`config.mk`:
```
export PLATFORM = sky130hd
export DESIGN_NAME = pwr_btn_press_gen
export DESIGN_NICKNAME = d
export VERILOG_FILES = /design/src/rtl/pwr_btn_press_gen.sv
export SDC_FILE = /design/constraint.sdc
export NUM_CORES = 1
export LEC_CHECK = 0
export ABC_CLOCK_PERIOD_IN_PS = 3000
export BUFFER_PORTS_ARGS = -buffer_cell sky130_fd_sc_hd__buf_2
export CAP_MARGIN = 0
export CORE_MARGIN = 2
export CORE_UTILIZATION = 37
export DETAILED_ROUTE_END_ITERATION = 8
export PLACE_DENSITY = 0.63
export SLEW_MARGIN = 20
export SYNTH_ARGS = -nofsm -noshare
export SYNTH_HDL_FRONTEND = slang
export SYNTH_SLANG_ARGS = --single-unit
```
`constraint.sdc`:
```
create_clock -name clk -period 3 [get_ports clk]
set_input_delay 0.6 -clock clk [delete_from_list [all_inputs] [get_ports clk]]
set_output_delay 0.6 -clock clk [all_outputs]
set_load 0.01 [all_outputs]
```
`src/rtl/pwr_btn_press_gen.sv`:
```
// Virtual power-button press generator: times a BMC-requested press, then tracks the
// platform's power-state response and reports ok/timeout/abort/interlock.
module pwr_btn_press_gen #(
   parameter int unsigned SHORT_MS        = 200,
   parameter int unsigned LONG_MS         = 6000,
   parameter int unsigned RESP_TIMEOUT_MS = 10000,
   parameter int unsigned MIN_GAP_MS      = 1000
) (
   input  logic        clk,
   input  logic        reset,
   input  logic        t1ms,
   input  logic        req,
   input  logic [1:0]  req_type,
   input  logic [15:0] req_len_ms,
   input  logic        abort,
   input  logic        st_steady_pwrok,
   input  logic        st_off_standby,
   input  logic        interlock_broken,
   output logic        vir_pwr_btn,
   output logic        busy,
   output logic        req_nak,
   output logic        done,
   output logic [1:0]  status
);

   localparam logic [15:0] SHORT_LEN   = 16'(SHORT_MS);
   localparam logic [15:0] LONG_LEN    = 16'(LONG_MS);
   localparam logic [15:0] TIMEOUT_LEN = 16'(RESP_TIMEOUT_MS);
   localparam logic [15:0] GAP_LEN     = 16'(MIN_GAP_MS);

   localparam logic [1:0] STAT_OK        = 2'b00;
   localparam logic [1:0] STAT_TIMEOUT   = 2'b01;
   localparam logic [1:0] STAT_ABORTED   = 2'b10;
   localparam logic [1:0] STAT_INTERLOCK = 2'b11;

   typedef enum logic [1:0] {StIdle, StPress, StWaitResp, StGap} state_e;

   state_e      state_q, state_d;
   logic [15:0] cnt_q, cnt_d, cnt_inc;
   logic [15:0] len_q, len_d;
   logic        was_on_q, was_on_d;
   logic        vir_q, busy_q;
   logic        nak_q, nak_d;
   logic        done_q, done_d;
   logic [1:0]  status_q, status_d;
   logic        success;

   // Thresholds compare against the post-tick value so the press ends on the tick
   // that brings the count to len, giving a (len-1, len] ms press.
   assign cnt_inc = (t1ms && cnt_q != 16'hFFFF) ? cnt_q + 16'd1 : cnt_q;
   assign success = (was_on_q & st_off_standby) | (~was_on_q & st_steady_pwrok);

   always_comb begin
      state_d  = state_q;
      len_d    = len_q;
      was_on_d = was_on_q;
      nak_d    = 1'b0;
      done_d   = 1'b0;
      status_d = status_q;
      case (state_q)
         StIdle: begin
            if (req) begin
               if (req_type == 2'b11 || (req_type == 2'b10 && req_len_ms == 16'd0) ||
                   interlock_broken) begin
                  nak_d = 1'b1;
               end else begin
                  state_d  = StPress;
                  was_on_d = st_steady_pwrok;
                  case (req_type)
                     2'b00:   len_d = SHORT_LEN;
                     2'b01:   len_d = LONG_LEN;
                     default: len_d = req_len_ms;
                  endcase
               end
            end
         end
         StPress, StWaitResp: begin
            nak_d = req;
            if (interlock_broken) begin
               state_d  = StGap;
               done_d   = 1'b1;
               status_d = STAT_INTERLOCK;
            end else if (abort) begin
               state_d  = StGap;
               done_d   = 1'b1;
               status_d = STAT_ABORTED;
            end else if (state_q == StPress) begin
               if (cnt_inc == len_q) state_d = StWaitResp;
            end else if (success) begin
               state_d  = StGap;
               done_d   = 1'b1;
               status_d = STAT_OK;
            end else if (cnt_inc == TIMEOUT_LEN) begin
               state_d  = StGap;
               done_d   = 1'b1;
               status_d = STAT_TIMEOUT;
            end
         end
         StGap: begin
            nak_d = req;
            if (cnt_inc == GAP_LEN) state_d = StIdle;
         end
         default: state_d = StIdle;
      endcase
   end

   // Counter restarts on every state entry and idles at zero.
   assign cnt_d = (state_d != state_q || state_q == StIdle) ? 16'd0 : cnt_inc;

   always_ff @(posedge clk) begin
      if (reset) begin
         state_q  <= StIdle;
         cnt_q    <= 16'd0;
         len_q    <= 16'd0;
         was_on_q <= 1'b0;
         vir_q    <= 1'b0;
         busy_q   <= 1'b0;
         nak_q    <= 1'b0;
         done_q   <= 1'b0;
         status_q <= STAT_OK;
      end else begin
         state_q  <= state_d;
         cnt_q    <= cnt_d;
         len_q    <= len_d;
         was_on_q <= was_on_d;
         vir_q    <= (state_d == StPress);
         busy_q   <= (state_d != StIdle);
         nak_q    <= nak_d;
         done_q   <= done_d;
         status_q <= status_d;
      end
   end

   assign vir_pwr_btn = vir_q;
   assign busy        = busy_q;
   assign req_nak     = nak_q;
   assign done        = done_q;
   assign status      = status_q;

endmodule
```
==> flow_metrics.tcl <==
set metrics [dict create \
    grt_pass1_wl_mm 14.5 \
    antenna_found_initial 0 \
    post-route-period-util_pct 99.4 \
    synth-compound-area-share_pct 21.4 \
    numClockSinks 41 \
    async_reset_ff_share_pct 0 \
    yosys.area_share.adder_pct 2.21 \
    numCtsBuffers 5 \
    power.total_mw 1.37 \
    finalHoldWorstSlack_ns 0.466 \
    overflow 0 \
    final.setup.tns_ns 0 \
    max_cap_viol_count 0 \
    status "finished, final reports clean" \
    yosys-top-cells-area "dfxtp_1 (29%), nor3_1 (5.3%), nand2_1 (4.6%)" \
    vias 3199 \
    cp_max_fo 8 \
    power_density_nw_per_um2 340 \
    ir_drop_mv 0.257 \
    netlist_instances 364 \
    initial_core_util_pct 38.7 \
    syn_area_um2 2830 \
    grt_max_degree 27 \
    antenna_cells 0 \
    synth_edf_count 0 \
    die_area_um2 8380 \
    avgSynthCellArea_um2 7.79 \
    ys_seq_area_share_pct 29.0 \
    synth_flop_cell "dfxtp_1" \
    crit_path_max_incr_delay_ns 0.56 \
    synth_top_family_by_area "simple AND/OR/NAND/NOR gates" \
    drt-wirelength-per-cell_um 16.5 \
    worstPathArrival_ns 3.19 \
    regArea_um2 843 \
    r2r_cells 12 \
    hpwl_mm 6.84 \
    layout_setup_ws_ns 0.0175 \
    grt_pass1_vias 3052 \
    cp.required_ns 3.20 \
    finalCoreUtilization_pct 55.0 \
    critPathSlowestCell "or4b_4" \
    synthMuxAreaShare_pct 2.60 \
    viasPerCell 5.76 \
    regToRegSetupSlack_ns 0.02 \
    drive_above_1_share_pct 37.7 \
    endpoint "cnt_q[13]$_SDFF_PP0_" \
    fp.dieW_um 91.5 \
    setup_violations 0 \
    core_um2 7330 \
    yosys.area_share.xor_xnor_pct 6.80 \
    crit_start "cnt_q[1]$_SDFF_PP0_" \
    yosys_warnings 0 \
    hp-start "status[0]$_SDFFE_PP0P_" \
    r2r-end "cnt_q[13]$_SDFF_PP0_" \
    rsz0062_at_grt "true" \
    synthTopCellsByCount "dfxtp_1 (41), nand2_1 (35), nor2_1 (33), nor3_1 (30), a21oi_1 (20)" \
    clk_latency_ns 0.30 \
    worstPathCellList "buf_6 > nand3_2 > or4b_4 > o21ai_4 > o2111ai_2 > or4_4 > o41ai_4 > buf_4 > o2111ai_4 > nand2_4 > clkbuf_16 > nor3b_1" \
    path_clk_slew_ns 0.09 \
    yosysTopAreaCell "dfxtp_1" \
    cts_root_buf "clkbuf_8" \
    htreeDepth 2 \
    fin_crit_ns 2.98 \
    multi_input_area_um2 2100 \
    fillers 662 \
    io_pins 32 \
    synth_nets 395 \
    layout.nets 486 \
    synth_most_common_cell "dfxtp_1" \
    rows 31 \
    synth_cell_types 62 \
    drc_errors 0 \
    drt_iter0_markers 177 \
    reg2reg_from "cnt_q[1]$_SDFF_PP0_" \
    synthSimpleGateAreaFrac_pct 33.1 \
    gp_congestion 0.939 \
    cp-start-kind "register" \
    finalWirelength_mm 9.16 \
    hold_violations 0 \
    synth-seq-cells 41 \
    ctsLongestPathBuffers 2 \
    dr.pass1.iters 5 \
    worstSetupPathType "reg2reg" \
    tightestPinTransition_ns 0.447 \
    maxSlewViolCount 0 \
    fmax_mhz 335 \
    dpl_worst_slack_ns -0.231 \
    gr-usage-all-layers_pct 21.6 \
    ant_nets 0 \
    leakagePower_nw 1.50 \
    synth_top_area_share_pct 29.0 \
    fp.dieH_um 91.5 \
    tritoncts "built" \
    endpoint_kind "register" \
    finClkSkew_ns 0.00494 \
    io_buffers 31 \
    slew_headroom_pct 69.3 \
    holdCritPathClass "reg2reg" \
    syn_to_final_growth_pct 42.2 \
]
## worst min-delay path by stage
| stage | slack, ns | end | cells after the start |
|---|---|---|---|
| floorplan | 0.44 | len_q[2]$_SDFFE_PP0P_ | 2 |
| global placement | 0.44 | status[0]$_SDFFE_PP0P_ | 2 |
| detailed placement | 0.45 | status[0]$_SDFFE_PP0P_ | 2 |
| CTS | 0.46 | status[0]$_SDFFE_PP0P_ | 2 |
| global route | 0.48 | len_q[14]$_SDFFE_PP0P_ | 2 |
| finish | 0.47 | status[0]$_SDFFE_PP0P_ | 2 |
## worst max-delay path, delay by kind of cell (launching register included)
family,cells,cell delay (ns)
AND/OR/NAND/NOR,5,1.28
AO/OA/AOI/OAI,4,0.74
buffers and inverters,3,0.51
flip-flops,1,0.36
## area by class of cell
type,instances,area share (%)
inverter,6,0.559
clock inverter,3,1.71
multi-input combinational,292,52.1
sequential,41,20.9
timing repair buffer,109,19.9
clock buffer,5,1.71
tap,99,3.07
## layer usage
metal | track usage (%) | up-vias | wire length, µm
li1 | - | 1549 | -
met1 | 28.0 | 1507 | 3980
met2 | 36.3 | 126 | 4430
met3 | 3.07 | 17 | 547
met4 | 7.70 | 0 | 208
met5 | 0 | - | 0
## logic make-up after synthesis
family	after synthesis
buffers and inverters	31
and+or+nand+nor	176
AOI/OAI and AO/OA	83
adders and majority gates	5
xor gates and xnor gates	22
muxes	6
DFF	41
## registers in the layout (all words and copies together) (netlist names)
register / cells
req_nak: 1
busy: 1
cnt_q: 16
vir_pwr_btn: 1
status: 2
len_q: 16
was_on_q: 1
state_q: 2
done: 1
## layout by cell type (no fill, tap or decap), types with 6 or more instances in the layout
master	netlist	routed
buf_4	4	72
nand2_1	35	33
nor2_1	33	32
buf_2	7	31
dfxtp_1	41	29
nor3_1	30	23
a21oi_1	20	20
nand3_1	19	17
xnor2_1	13	12
o21ai_0	9	9
xor2_1	9	9
nand4_1	9	9
a211oi_1	9	9
dfxtp_2	0	9
nor4_1	12	7
nor3_2	0	7
inv_1	6	6
## stage by stage
stage | cell area (µm²) | instances
6_report | 4030 | 555
5_1_grt | 4030 | 555
4_1_cts | 3770 | 548
3_5_place_dp | 3590 | 538
3_3_place_gp | 3590 | 538
2_1_floorplan | 2880 | 364
## power breakdown
| group | leakage [nW] | total (mW) | switching, mW | internal [mW] |
|---|---|---|---|---|
| combinational | 1.09 | 0.240 | 0.133 | 0.107 |
| clock | 0.0687 | 0.550 | 0.215 | 0.335 |
| sequential | 0.340 | 0.581 | 0.0184 | 0.562 |
| total | 1.50 | 1.37 | 0.366 | 1.00 |
## what timing repair did
action / in CTS / in global routing
buffers inserted: 2 / 6
setup endpoints to repair: 19 / 21
resized for setup: 12 / 38
cloned: 0 / 1
pin swaps: 4 / 6
hold buffers: 0 / 0
Power figures use the tool's default switching activity.
